--- config.mk ---
export PLATFORM = sky130hd
export DESIGN_NAME = seg7_reader_flat
export DESIGN_NICKNAME = d
export VERILOG_FILES = /design/src/rtl/seg7_if.sv /design/src/rtl/seg7_reader.sv /design/src/flat_wrapper.sv
export SDC_FILE = /design/constraint.sdc
export NUM_CORES = 1
export LEC_CHECK = 0
export CORE_ASPECT_RATIO = 0.75
export CORE_MARGIN = 10
export CORE_UTILIZATION = 50
export DETAILED_ROUTE_END_ITERATION = 8
export GPL_TIMING_DRIVEN = 1
export HOLD_SLACK_MARGIN = 0.06
export MAX_ROUTING_LAYER = met4
export PLACE_DENSITY = 0.79
export SETUP_SLACK_MARGIN = 0.02
export SYNTH_ARGS = -nofsm -noshare
export SYNTH_HDL_FRONTEND = slang
export SYNTH_SLANG_ARGS = --single-unit
--- constraint.sdc ---
create_clock -name clk -period 8.1 [get_ports clk]
set_input_delay 0.81 -clock clk [delete_from_list [all_inputs] [get_ports clk]]
set_output_delay 0.81 -clock clk [all_outputs]
set_load 0.03 [all_outputs]
--- src/rtl/seg7_if.sv ---
// Multiplexed 7-segment pin bundle plus the decoded-report handshake.
interface seg7_if #(
    parameter int unsigned DIGITS = 4
);
    localparam int unsigned DIGIT_W = (DIGITS > 1) ? $clog2(DIGITS) : 1;

    logic [7:0]         seg_in;
    logic [DIGITS-1:0]  an_in;
    logic               out_valid;
    logic               out_ready;
    logic [DIGIT_W-1:0] out_digit;
    logic [3:0]         out_value;
    logic               out_dp;
    logic               out_err;

    // Reader side: samples the pins and produces reports.
    modport master (
        input  seg_in, an_in, out_ready,
        output out_valid, out_digit, out_value, out_dp, out_err
    );

    // Display/consumer side: drives the pins and accepts reports.
    modport slave (
        output seg_in, an_in, out_ready,
        input  out_valid, out_digit, out_value, out_dp, out_err
    );
endinterface

--- src/rtl/seg7_reader.sv ---
// Recovers hex digits from a multiplexed 7-segment bus and reports each change once.
module seg7_reader #(
    parameter int unsigned DIGITS        = 4,
    parameter int unsigned STABLE_CYCLES = 8
) (
    input  logic   clk,
    input  logic   rst,
    seg7_if.master bus
);
    localparam int unsigned DIGIT_W  = (DIGITS > 1) ? $clog2(DIGITS) : 1;
    localparam int unsigned CNT_W    = $clog2(STABLE_CYCLES + 1);
    localparam int unsigned SAMPLE_W = DIGITS + 8;

    typedef enum logic [1:0] {IDLE, SETTLE, PRESENT} state_t;

    logic [SAMPLE_W-1:0] sync1, sync2, held;
    logic [CNT_W-1:0]    count;
    state_t              state;
    logic [7:0]          shadow [DIGITS];
    logic [DIGITS-1:0]   shadow_full;

    logic [DIGITS-1:0]   held_an_c;
    logic [7:0]          held_seg_c;
    logic                held_onehot_c;
    logic [DIGIT_W-1:0]  held_idx_c;
    logic [3:0]          dec_value_c;
    logic                dec_err_c;
    logic                stable_c;
    logic                is_new_c;
    logic                handshake_c;

    assign held_an_c     = held[SAMPLE_W-1:8];
    assign held_seg_c    = held[7:0];
    assign held_onehot_c = $onehot(held_an_c);
    assign stable_c      = (count == CNT_W'(STABLE_CYCLES));
    assign handshake_c   = bus.out_valid && bus.out_ready;
    assign is_new_c      = !shadow_full[held_idx_c] || (shadow[held_idx_c] != held_seg_c);

    // One-hot anode to digit index (only meaningful when exactly one bit is set).
    always_comb begin
        held_idx_c = '0;
        for (int unsigned i = 0; i < DIGITS; i++) begin
            if (held_an_c[i]) held_idx_c = DIGIT_W'(i);
        end
    end

    // Inverse segment map; anything outside the hex font is flagged as an error.
    always_comb begin
        dec_value_c = 4'h0;
        dec_err_c   = 1'b0;
        case (held_seg_c[6:0])
            7'h3F: dec_value_c = 4'h0;
            7'h06: dec_value_c = 4'h1;
            7'h5B: dec_value_c = 4'h2;
            7'h4F: dec_value_c = 4'h3;
            7'h66: dec_value_c = 4'h4;
            7'h6D: dec_value_c = 4'h5;
            7'h7D: dec_value_c = 4'h6;
            7'h07: dec_value_c = 4'h7;
            7'h7F: dec_value_c = 4'h8;
            7'h6F: dec_value_c = 4'h9;
            7'h77: dec_value_c = 4'hA;
            7'h7C: dec_value_c = 4'hB;
            7'h39: dec_value_c = 4'hC;
            7'h5E: dec_value_c = 4'hD;
            7'h79: dec_value_c = 4'hE;
            7'h71: dec_value_c = 4'hF;
            default: dec_err_c = 1'b1;
        endcase
    end

    // Pin synchroniser, held sample and stability counter.
    always_ff @(posedge clk) begin
        if (rst) begin
            sync1 <= '0;
            sync2 <= '0;
            held  <= '0;
            count <= '0;
        end else begin
            sync1 <= {bus.an_in, bus.seg_in};
            sync2 <= sync1;
            if (sync2 != held) held <= sync2;
            if (handshake_c)            count <= '0;
            else if (sync2 != held)     count <= CNT_W'(1);
            else if (!stable_c)         count <= count + CNT_W'(1);
        end
    end

    // Report FSM: qualifies a stable, changed pattern and holds it until accepted.
    always_ff @(posedge clk) begin
        if (rst) begin
            state         <= IDLE;
            bus.out_valid <= 1'b0;
            bus.out_digit <= '0;
            bus.out_value <= 4'h0;
            bus.out_dp    <= 1'b0;
            bus.out_err   <= 1'b0;
            shadow_full   <= '0;
            for (int unsigned i = 0; i < DIGITS; i++) shadow[i] <= 8'h00;
        end else begin
            case (state)
                IDLE: begin
                    if (held_onehot_c) state <= SETTLE;
                end
                SETTLE: begin
                    if (!held_onehot_c) begin
                        state <= IDLE;
                    end else if (stable_c && is_new_c) begin
                        bus.out_valid           <= 1'b1;
                        bus.out_digit           <= held_idx_c;
                        bus.out_value           <= dec_value_c;
                        bus.out_dp              <= held_seg_c[7];
                        bus.out_err             <= dec_err_c;
                        shadow[held_idx_c]      <= held_seg_c;
                        shadow_full[held_idx_c] <= 1'b1;
                        state                   <= PRESENT;
                    end
                end
                PRESENT: begin
                    if (handshake_c) begin
                        bus.out_valid <= 1'b0;
                        state         <= held_onehot_c ? SETTLE : IDLE;
                    end
                end
                default: state <= IDLE;
            endcase
        end
    end
endmodule

--- src/flat_wrapper.sv ---
// flat-port wrapper written by rule: the top's interface ports become plain ports
module seg7_reader_flat 
#(
    parameter int unsigned DIGITS        = 4,
    parameter int unsigned STABLE_CYCLES = 8
)
  (clk, rst, bus_seg_in, bus_an_in, bus_out_ready, bus_out_valid, bus_out_digit, bus_out_value, bus_out_dp, bus_out_err);
  seg7_if #(.DIGITS(DIGITS)) bus_i ();
  input  logic clk;
  input  logic rst;
  input wire logic [$bits(bus_i.seg_in)-1:0] bus_seg_in;
  input wire logic [$bits(bus_i.an_in)-1:0] bus_an_in;
  input wire logic [$bits(bus_i.out_ready)-1:0] bus_out_ready;
  output wire logic [$bits(bus_i.out_valid)-1:0] bus_out_valid;
  output wire logic [$bits(bus_i.out_digit)-1:0] bus_out_digit;
  output wire logic [$bits(bus_i.out_value)-1:0] bus_out_value;
  output wire logic [$bits(bus_i.out_dp)-1:0] bus_out_dp;
  output wire logic [$bits(bus_i.out_err)-1:0] bus_out_err;
  assign bus_i.seg_in = bus_seg_in;
  assign bus_i.an_in = bus_an_in;
  assign bus_i.out_ready = bus_out_ready;
  assign bus_out_valid = bus_i.out_valid;
  assign bus_out_digit = bus_i.out_digit;
  assign bus_out_value = bus_i.out_value;
  assign bus_out_dp = bus_i.out_dp;
  assign bus_out_err = bus_i.out_err;
  seg7_reader #(.DIGITS(DIGITS), .STABLE_CYCLES(STABLE_CYCLES)) u_core (.clk(clk), .rst(rst), .bus(bus_i));
endmodule
# Yosys cells after proc, flatten, opt, wreduce, memory -nomap -nowiden
# Memory sizes are Yosys's and may differ from the RTL's.
# Index checks and enable logic that the tools add are counted.
# W data, S select, Z words.
# word_totals
elab_cells	93
input_bits	15
n_memories	1
out_inout_bits	9
reg_bits	55
ram_bits	32
# op_classes
bitwise_logic	1
n_reduce_logical	14
order_cmp	2
muxes	31
add_sub_neg	4
eq_ne	28
# mem_list
memory	depth	width	read_ports	rd_ports_with_merged_regs	wr	line_no	text
u_core.shadow	4	8	1	0	4	seg7_reader.sv:19	logic [7:0] shadow [DIGITS];
# op_table
op	n
$eq A7 B7 Y1 const B	12
$pmux W4 S15	1
$mux W1	18
$reduce_or A16 Y1	1
$eq A7 B3 Y1 const B	2
$eq A7 B6 Y1 const B	2
$mux W2	7
$ne A12 B12 Y1	1
$mux W8	1
$ne A2 B1 Y1 const B	4
$ne A8 B8 Y1	1
$reduce_or A8 Y1	1
$pmux W2 S3	1
$reduce_and A3 Y1	2
$add A1 B1 Y2	2
$add A4 B1 Y4 const B	1
$eq A4 B4 Y1 const B	1
$or A4 B4 Y4	1
$reduce_and A4 Y1	1
$add A3 B3 Y3	1
$eq A3 B1 Y1 const B	1
$logic_and A1 B1 Y1	3
$lt A2 B3 Y1 const B	1
$ne A3 B3 Y1 const B	1
13 further kinds	13

# Depth between registers and ports, before layout
# Gate-level depths: netlist of the first run.
# logic_depth
ltp_word	15
mapped_depth	11
ltp_nobuf	10

# Least setup slack after synthesis of the first run
# No wires, ideal clock.
# synth_path
kind	reg2reg
from	reg u_core.held[11]
to	mem u_core.shadow[2][0], enable pin
t_arrival_ns	2.890
path_slack_ns	4.824
n_path_buf	1
setup_time_ns	0.387
synth_period_minus_slack_ns	3.276
path_stages_with_launch	12
path_cell_list	dfxtp_1 > inv_1 > ha_1 > ha_1 > fa_1 > nor2_1 > nand2_1 > nor2_1 > nand3_1 > a21o_2 > buf_6 > o31ai_1
# synth_rtl
item	line_no	text
start, declared	seg7_reader.sv:16	logic [SAMPLE_W-1:0] sync1, sync2, held;
start signal, assigned	seg7_reader.sv:82	if (sync2 != held) held <= sync2;
end, declared	seg7_reader.sv:19	

==> results of run 1 <==
## state kept, by name, summed over array words and instances, names as in the netlist, 2 cells and up
name and flops:
u_core.count 4, u_core.bus.out_digit 2, u_core.state 2, u_core.sync1 12, u_core.shadow 32, u_core.sync2 12, u_core.shadow_full 4, u_core.bus.out_value 4
u_core.held 12
## Yosys cell counts (2+ instances only)
| master | count | share of area [%] |
|---|---|---|
| nor4_4 | 2 | 1.1 |
| or3_1 | 2 | 0.32 |
| a22o_1 | 2 | 0.45 |
| and3_1 | 20 | 3.2 |
| o21ai_0 | 6 | 0.77 |
| xnor2_1 | 18 | 4.0 |
| nor4_1 | 3 | 0.48 |
| a21o_1 | 2 | 0.38 |
| nand2_1 | 18 | 1.7 |
| ha_1 | 6 | 1.9 |
| edfxtp_1 | 32 | 25 |
| a2111oi_0 | 2 | 0.45 |
| clkbuf_1 | 21 | 2.0 |
| nand2b_1 | 2 | 0.32 |
| nand4_1 | 4 | 0.64 |
| buf_2 | 3 | 0.38 |
| xor2_1 | 6 | 1.3 |
| mux2i_1 | 6 | 1.5 |
| a21oi_1 | 4 | 0.51 |
| nor3_1 | 17 | 2.2 |
| buf_1 | 2 | 0.19 |
| nor2b_1 | 39 | 6.2 |
| a31oi_1 | 3 | 0.48 |
| a211oi_1 | 4 | 0.77 |
| o31ai_1 | 2 | 0.38 |
| inv_1 | 12 | 1.2 |
| nand3_1 | 8 | 1.0 |
| dfxtp_1 | 55 | 28 |
| mux4_1 | 6 | 4.0 |
| nor2_1 | 17 | 1.6 |
## cell families (layout without fill, tap and decap cells)
group,count (synthesis),count (layout),synth area share [%]
and+or+nand+nor,137,137,19.8
DFF,87,87,52.8
AOI/OAI and AO/OA,43,43,8.52
buffers and inverters,41,55,4.33
xor gates and xnor gates,24,24,5.38
muxes,15,15,6.73
adders and majority gates,7,7,2.44
## layout by cell type (no fill, tap or decap), drive strengths merged, types with 2 or more instances in the layout
cell,instances
nor2,17
clkinv,3
nand2,18
nand2b,2
a21o,3
a211oi,5
a22o,2
and3,20
nand3,8
o21ai,7
xnor2,18
inv,15
a2111oi,2
clkbuf,11
or3,2
a21oi,6
dfxtp,55
nor4,5
xor2,6
mux2,2
edfxtp,32
buf,4
mux4,7
clkdlybuf4s50,22
ha,6
nor3,17
mux2i,6
a31oi,3
o31ai,2
nor2b,39
nand4,4
## path summary, 6_finish.rpt
check | start | to | slack [ns] | cells after the start
setup / recovery | u_core.held[11] | u_core.shadow[2][3] | 4.27 | 7
hold / removal | u_core.sync1[1] | u_core.sync2[1] | 0.44 | 1
setup reg to reg | u_core.held[11] | u_core.shadow[2][3] | 4.27 | 7
hold reg to reg | u_core.sync1[1] | u_core.sync2[1] | 0.44 | 1
## worst reg2reg max path, stage by stage (launching register included)
cell      delay (ns)
dfxtp_1         0.38
inv_1           0.09
ha_1            0.64
mux2_2          0.42
a311oi_1        0.44
nor4_4          0.13
a21o_2          0.38
o31ai_1         0.97
## layout make-up
class                      count  area [um2]  area share (%)
sequential                    87        2060            47.3
multi-input combinational    226        1670            38.4
timing repair buffer          26         248            5.68
clock buffer                  11         163            3.73
tap                          101         126            2.90
inverter                      13        48.8            1.12
clock inverter                 5        36.3           0.833
## per-layer routing
layer	routed length (um)	vias up	part of all wire [%]
met2	3700	115	45
met3	661	6	8.1
li1	-	1273	-
met1	3730	1219	46
met4	74	0	0.91
met5	0	-	0
## stage by stage
stage                     hold slack [ns]  power (W)  setup WS (ns)
after detailed placement            0.425   0.000541           4.25
after floorplan                     0.414   0.000522           4.82
after global placement              0.425   0.000539           4.48
final                               0.438   0.000833           4.27
after CTS                           0.446   0.000836           4.23
after global routing                0.459   0.000862           3.97
## where the power goes
| part | switching [W] | total [W] | internal (W) | leakage, nW |
|---|---|---|---|---|
| clock network | 0.000161 | 0.000301 | 0.000140 | 0.105 |
| registers | 0.0000104 | 0.000476 | 0.000465 | 0.779 |
| logic | 0.0000297 | 0.0000557 | 0.0000260 | 0.763 |
==> reports/qor.yml, run 1 <==
cts:
  cts.clk_slew.worst_paths_ns: 0.09
  clk_latency_ns: 0.36
  cts_resized: 0
  cts_tree: "built"
  clockBufferDepth: 2
  cts_made_buffers: 9
  cts_max_level: 3
  post-cts-setup-buffers: 0
  cts-root-buf: "clkbuf_8"
  cts.sinks: 87
  ctsHoldBuffers: 0
power:
  peakVddDrop_mv: 0.107
  power.leakage_nw: 1.65
  power_density_nw_per_um2: 191
synth:
  synthArstFlopShare_pct: 0
  synth_edf_count: 32
  ys_types: 60
  synth_ff_type: "dfxtp_1"
  synth.avg_cell_area_um2: 11.0
  ys.warnings.count: 0
  synth_nets: 376
  netlist_instances: 354
  netlist_area_um2: 3900
  ys_seq_area_share_pct: 52.8
  synth.ff_latch_count: 87
global_routing:
  grt_use_met1_pct: 19.5
  grt_max_degree: 55
  grtUsageMet2_pct: 21.9
  grt.busiest_layer: "met2"
  grt_pass1_vias: 2513
  grt_pass1_wl_mm: 13.2
  antenna_found_initial: 0
  overflow: 0
  grtUsageTotal_pct: 14.9
  met3_usage_pct: 4.81
place:
  io_buffers: 23
  dp_cells: 453
  dpl.hpwl_mm: 5.52
  gp_congestion: 0.884
  placed_area_um2: 4160
final_layout:
  nets: 385
  syn2layout_area_growth_pct: 11.6
  fill_cells: 615
  stdcell_count: 469
  design_area_um2: 4360
  diodes: 0
  fin_util_pct: 58.4
  layout-drive-gt1-share_pct: 8.42
critical_path:
  worst-path-buf-inv: 1
  cp_max_fo: 23
  cp.required_ns: 8.08
  end_kind: "flop"
  crit_family: "compound AO/OA/AOI/OAI gates"
  cp.arrival_ns: 3.82
  critical_path_class: "flop to flop"
  crit_slowest_cell: "o31ai_1"
  crit_path_cell_trace: "inv_1 -> ha_1 -> mux2_2 -> a311oi_1 -> nor4_4 -> a21o_2 -> o31ai_1"
  startpoint_type: "flop"
  slowest_delay_ns: 0.97
routing:
  vias: 2613
  drt_iter0_markers: 169
  firstDrtPassIters: 5
  wire_per_inst_um: 17.4
  wirelength_mm: 8.16
  ant_nets: 0
  routed_via_density: 5.57
  drc: 0
sta:
  max_freq_mhz: 261
  maxSlewViolCount: 0
  slew-limit-headroom_pct: 23.3
  period_minus_slack_ns: 3.83
  skew_ns: 0.0109
  fin_crit_sh_pct: 47.3
  tightest_slew_ns: 1.14
  fin_tns_setup_ns: 0
  hold_viol_final: 0
  setup_viol: 0
  rsz0062_at_grt: "no"
floorplan:
  start_util_pct: 52.3
  io-pin-count: 24
  fp.dieH_um: 96.5
  die_w_um: 122
  dieArea_um2: 11800
  core_um2: 7470
  row_count: 27
flow_run:
  maxCapViolCount: 0
status:
  status: "finished clean"
hold_path:
  hold_class: "flop to flop"
(Power assumes the default switching activity.)
==> inputs of run 2 (changes only) <==
==> constraint.sdc (replaced) <==
create_clock -name clk -period 3.8 [get_ports clk]
set_input_delay 0.38 -clock clk [delete_from_list [all_inputs] [get_ports clk]]
set_output_delay 0.38 -clock clk [all_outputs]
set_load 0.03 [all_outputs]
==> reports/qor.yml, run 2 (synthesized netlist as in run 1, its figures left out) <==
sta:
  hold_ws_ns: 0.389  # -0.0492 ns
  rsz0062_at_grt: "no"
  setup_viol: 0  # unchanged
  fin_ws_ns: 0.389  # -3.88 ns
  slew-limit-headroom_pct: 47.0  # +24 points
  fin_tns_setup_ns: 0  # unchanged
  maxSlewViolCount: 0  # unchanged
  fin_crit_sh_pct: 89.8  # +42 points
  tightest_slew_ns: 0.796  # -0.344 ns
  period_minus_slack_ns: 3.41  # -0.424 ns
  hold_viol_final: 0  # unchanged
  max_freq_mhz: 293  # +12%
  skew_ns: 0.0110  # +0.0000343 ns
place:
  io_buffers: 23  # unchanged
  dpl.hpwl_mm: 5.48  # -0.86%
  gp_congestion: 0.867  # -2.0%
  dp_slack_ns: 0.108  # -4.14 ns
critical_path:
  startpoint_type: "flop"
  cp.arrival_ns: 3.52  # -0.30 ns
  cp_max_fo: 22  # -4.3%
  rr_endpoint: "u_core.shadow[2][4]"
  end_kind: "flop"
  reg2reg_from: "u_core.held[11]"
  rrSetupSlack_ns: 0.39  # -3.88 ns
  crit_family: "simple AND/OR/NAND/NOR gates"
  reg2regPathDepth: 11  # +4
  slowest_delay_ns: 0.46  # -0.51 ns
  crit_path_cell_trace: "inv_1 -> ha_1 -> and2_1 -> or3_1 -> a211oi_1 -> a311oi_1 -> nor4_4 -> a21o_2 -> buf_4 -> o31ai_1 -> buf_4"
  critical_path_class: "flop to flop"
  crit_path_start: "u_core.held[11]"
  crit_slowest_cell: "ha_1"
  crit_top_cell: "buf_4"
  worst-path-buf-inv: 3  # +2
  cp-endpoint: "u_core.shadow[2][4]"
  crit_cells: 11  # +4
  cp.required_ns: 3.91  # -4.17 ns
final_layout:
  final_cell_mix: "dfxtp_1, nor2b_1, edfxtp_1"
  syn2layout_area_growth_pct: 13.3
  regMostFlops: "u_core.shadow"
  layout-drive-gt1-share_pct: 9.68  # +1.3 points
  nets: 389  # +1.0%
  fin_util_pct: 59.3  # +0.91 points
  diodes: 0  # unchanged
  layout_commonest_cell: "dfxtp_1"
  largest_reg_flops: 32  # unchanged
global_routing:
  antenna_found_initial: 0  # unchanged
  grt_use_met1_pct: 19.8  # +0.38 points
  grt_pass1_vias: 2510  # -0.12%
  grtUsageMet2_pct: 22.6  # +0.72 points
  grt_max_degree: 44  # -20%
  grtUsageTotal_pct: 15.3  # +0.32 points
  grt.busiest_layer: "met2"
  overflow: 0  # unchanged
  met3_usage_pct: 4.17  # -0.64 points
  grt_pass1_wl_mm: 13.3  # +1.0%
floorplan:
  row_count: 27  # unchanged
  die_w_um: 122  # unchanged
  fp.dieH_um: 96.5  # unchanged
  dieArea_um2: 11800  # unchanged
  io-pin-count: 24  # unchanged
  core_um2: 7470  # unchanged
  start_util_pct: 52.3  # unchanged
routing:
  drt_iter0_markers: 199  # +18%
  wire_per_inst_um: 16.9  # -2.8%
  ant_nets: 0  # unchanged
  firstDrtPassIters: 5  # unchanged
  drc: 0  # unchanged
  vias: 2616  # +0.11%
  wirelength_mm: 8.00  # -2.0%
  routed_via_density: 5.53  # -0.73%
cts:
  clockBufferDepth: 2  # unchanged
  ctsHoldBuffers: 0  # unchanged
  cts.clk_slew.worst_paths_ns: 0.08  # about the same
  cts_resized: 0  # unchanged
  cts_tree: "built"
  clk_latency_ns: 0.36  # about the same
  post-cts-setup-buffers: 0  # unchanged
  cts_made_buffers: 9  # unchanged
  cts-root-buf: "clkbuf_8"
  cts.sinks: 87  # unchanged
  cts_max_level: 3  # unchanged
hold_path:
  hold_class: "input port to flop"
flow_run:
  maxCapViolCount: 0  # unchanged
power:
  peakVddDrop_mv: 0.213  # +99%
  power.leakage_nw: 1.68  # +2.0%
  power_density_nw_per_um2: 414  # +120%
status:
  status: "finished clean"
run 2: cell types whose count changed in the layout (fill, tap and decap cells not counted), sizes merged:
cell	previous run	this run
buf	4	8
bufinv	0	1
clkbuf	11	13
clkinv	3	1
inv	15	14
run 2: layout make-up:
cell class	instances	area, um2
tap	101	126
sequential	87	2060
clock buffer	13	180
multi-input combinational	226	1680
timing repair buffer	30	278
fill	585	3040
inverter	13	48.8
clock inverter	3	47.5
run 2: how the worst min path moves through the flow:
stage,cells past startpoint,from,end
4_1_cts,2,rst,u_core.bus.out_digit[0]
6_report,2,rst,u_core.bus.out_digit[0]
2_1_floorplan,1,u_core.sync1[0],u_core.sync2[0]
5_1_grt,2,rst,u_core.bus.out_digit[0]
3_5_place_dp,1,u_core.sync1[1],u_core.sync2[1]
3_3_place_gp,1,u_core.sync1[7],u_core.sync2[7]
run 2: worst register-to-register path, cell delays in order (launching register included):
cell and delay, ns:
dfxtp_1 0.45, inv_1 0.07, ha_1 0.46, and2_1 0.27
or3_1 0.34, a211oi_1 0.23, a311oi_1 0.11, nor4_4 0.43
a21o_2 0.21, buf_4 0.27, o31ai_1 0.10, buf_4 0.22
run 2: per-layer routing:
metal	share of wire (%)	vias to the layer above
met2	45	115
met3	8.7	9
met4	1.4	0
met5	0	-
li1	-	1286
met1	45	1206
run 2: where the power goes:
group	internal (W)	switching, W	leakage, nW
sequential	0.000992	0.0000183	0.779
clock	0.000384	0.000316	0.115
combinational	0.0000572	0.0000673	0.785
total	0.00143	0.000402	1.68
run 2: through the flow:
stage | total power, W | instance area, um2 | instances
detailed placement | 0.00116 | 4190 | 457
CTS | 0.00185 | 4420 | 473
global route | 0.00190 | 4430 | 473
global placement | 0.00115 | 4190 | 457
finish | 0.00183 | 4430 | 473
floorplan | 0.00111 | 3910 | 354
==> inputs of run 3 (changes only) <==
--- a/config.mk
+++ b/config.mk
@@ -6,7 +6,7 @@
 export NUM_CORES = 1
 export LEC_CHECK = 0
 export CORE_ASPECT_RATIO = 0.75
-export CORE_MARGIN = 10
+export CORE_MARGIN = 2
 export CORE_UTILIZATION = 50
 export DETAILED_ROUTE_END_ITERATION = 8
 export GPL_TIMING_DRIVEN = 1
==> reports/qor.yml, run 3 (synthesized netlist as in run 1, its figures left out) <==
routing:
  firstDrtPassIters: 4  # -1
  dr.max_layer_used: "met4"
  wl_met1_mm: 3.84  # +6.8%
  wire_per_inst_um: 16.8  # -0.88%
  drt_iter0_markers: 179  # -10%
  met3_length_um: 466  # -33%
  wirelength_mm: 7.95  # -0.67%
  drc: 0  # unchanged
  routed_via_density: 5.53  # about the same
  vias: 2621  # +0.19%
  wl_met2_mm: 3.56  # -1.2%
  ant_nets: 0  # unchanged
critical_path:
  cp.arrival_ns: 3.41  # -0.11 ns
  rr_endpoint: "u_core.shadow[1][3]"
  cp.required_ns: 3.79  # -0.12 ns
  reg2reg_from: "u_core.held[11]"
  crit_cells: 10  # -1
  reg2regPathDepth: 10  # -1
  end_kind: "flop"
  slowest_delay_ns: 0.64  # +0.18 ns
  crit_family: "compound AO/OA/AOI/OAI gates"
  critical_path_class: "flop to flop"
  cp-endpoint: "u_core.shadow[1][3]"
  startpoint_type: "flop"
  crit_path_cell_trace: "inv_1 -> ha_1 -> ha_1 -> fa_1 -> nor2_1 -> nand2_1 -> nor2_1 -> nand3_1 -> a21o_2 -> o21ai_1"
  crit_path_start: "u_core.held[11]"
  crit_slowest_cell: "o21ai_1"
  worst-path-buf-inv: 1  # -2
  cp_max_fo: 23  # +4.5%
  rrSetupSlack_ns: 0.38  # about the same
cts:
  cts.sinks: 87  # unchanged
  clockBufferDepth: 2  # unchanged
  cts-root-buf: "clkbuf_8"
  cts_resized: 0  # unchanged
  cts.clk_slew.worst_paths_ns: 0.10  # +0.02 ns
  clk_latency_ns: 0.36  # about the same
  ctsHoldBuffers: 0  # unchanged
  cts_made_buffers: 9  # unchanged
  cts_max_level: 3  # unchanged
  cts_tree: "built"
  post-cts-setup-buffers: 0  # unchanged
sta:
  max_freq_mhz: 293  # -0.21%
  fin_crit_sh_pct: 89.9  # +0.19 points
  setup_viol: 0  # unchanged
  skew_ns: 0.0125  # +0.00149 ns
  slew-limit-headroom_pct: 47.6  # +0.60 points
  fin_tns_setup_ns: 0  # unchanged
  hold_viol_final: 0  # unchanged
  rsz0062_at_grt: "no"
  tightest_slew_ns: 0.767  # -0.0289 ns
  maxSlewViolCount: 0  # unchanged
  period_minus_slack_ns: 3.42  # +0.00732 ns
global_routing:
  grt_max_degree: 29  # -34%
  grtUsageTotal_pct: 21.1  # +5.8 points
  grt_pass1_vias: 2542  # +1.3%
  overflow: 0  # unchanged
  antenna_found_initial: 0  # unchanged
  grt_pass1_wl_mm: 13.3  # about the same
flow_run:
  maxCapViolCount: 0  # unchanged
place:
  dp_cells: 458  # +0.22%
  dpl.hpwl_mm: 5.52  # +0.83%
  gp_congestion: 0.858  # -1.0%
  io_buffers: 23  # unchanged
floorplan:
  row_count: 27  # unchanged
  die_w_um: 106  # -13%
  dieArea_um2: 8540  # -28%
  io-pin-count: 24  # unchanged
  core_um2: 7470  # unchanged
  fp.dieH_um: 80.5  # -17%
  start_util_pct: 52.3  # unchanged
power:
  p_total_w: 0.00177  # -3.7%
  power_density_nw_per_um2: 402  # -3.0%
  power.leakage_nw: 1.67  # -0.70%
  peakVddDrop_mv: 0.240  # +13%
final_layout:
  regMostFlops: "u_core.shadow"
  multiInputGateArea_um2: 1670  # -0.52%
  syn2layout_area_growth_pct: 12.5
  stdcell_count: 474  # +0.21%
  nets: 390  # +0.26%
  final_cell_mix: "dfxtp_1, nor2b_1, edfxtp_1"
  layout-drive-gt1-share_pct: 9.65  # -0.026 points
  diodes: 0  # unchanged
  regArea_um2: 2060  # unchanged
  largest_reg_flops: 32  # unchanged
  layout_commonest_cell: "dfxtp_1"
  fill_cells: 605  # +3.4%
status:
  status: "finished clean"
hold_path:
  hold_class: "flop to flop"
==> run 3: cell count changes in the layout (fill, tap and decap cells not counted), sizes merged <==
cell	delta
clkbuf	-4
inv	+3
clkinv	+2
buf	+1
bufinv	-1
==> run 3: area by class of cell <==
cell class / count / share of cell area [%]
tap: 101 / 2.88
timing repair buffer: 31 / 6.49
clock buffer: 9 / 2.82
multi-input combinational: 226 / 38.1
clock inverter: 7 / 1.68
sequential: 87 / 46.9
inverter: 13 / 1.11
==> run 3: worst min path at each step <==
stage	end	depth (start not counted)	start
2_1_floorplan	u_core.sync2[0]	1	u_core.sync1[0]
3_3_place_gp	u_core.sync2[10]	1	u_core.sync1[10]
3_5_place_dp	u_core.sync2[3]	1	u_core.sync1[3]
4_1_cts	u_core.sync2[3]	1	u_core.sync1[3]
5_1_grt	u_core.sync2[0]	1	u_core.sync1[0]
6_report	u_core.sync2[3]	1	u_core.sync1[3]
==> run 3: power breakdown <==
group / internal, W / total (W) / switching, W
combinational: 0.0000579 / 0.000125 / 0.0000670
sequential: 0.000992 / 0.00101 / 0.0000188
clock: 0.000259 / 0.000631 / 0.000372
==> run 3: per-layer routing <==
layer	GRT usage (%)	vias to the layer above
li1	-	1281
met1	29.5	1270
met2	30.7	61
met3	4.95	9
met4	6.32	0
met5	-	-
==> run 3: through the flow <==
step	worst slack, ns	cell area, um2	hold WS [ns]	util (%)
after floorplan	0.524	3910	0.414	-
after global placement	0.558	4200	0.422	56.2
after detailed placement	0.415	4200	0.427	56.2
after CTS	0.372	4390	0.448	58.9
after global routing	0.0825	4390	0.463	58.9
final	0.382	4390	0.443	58.9
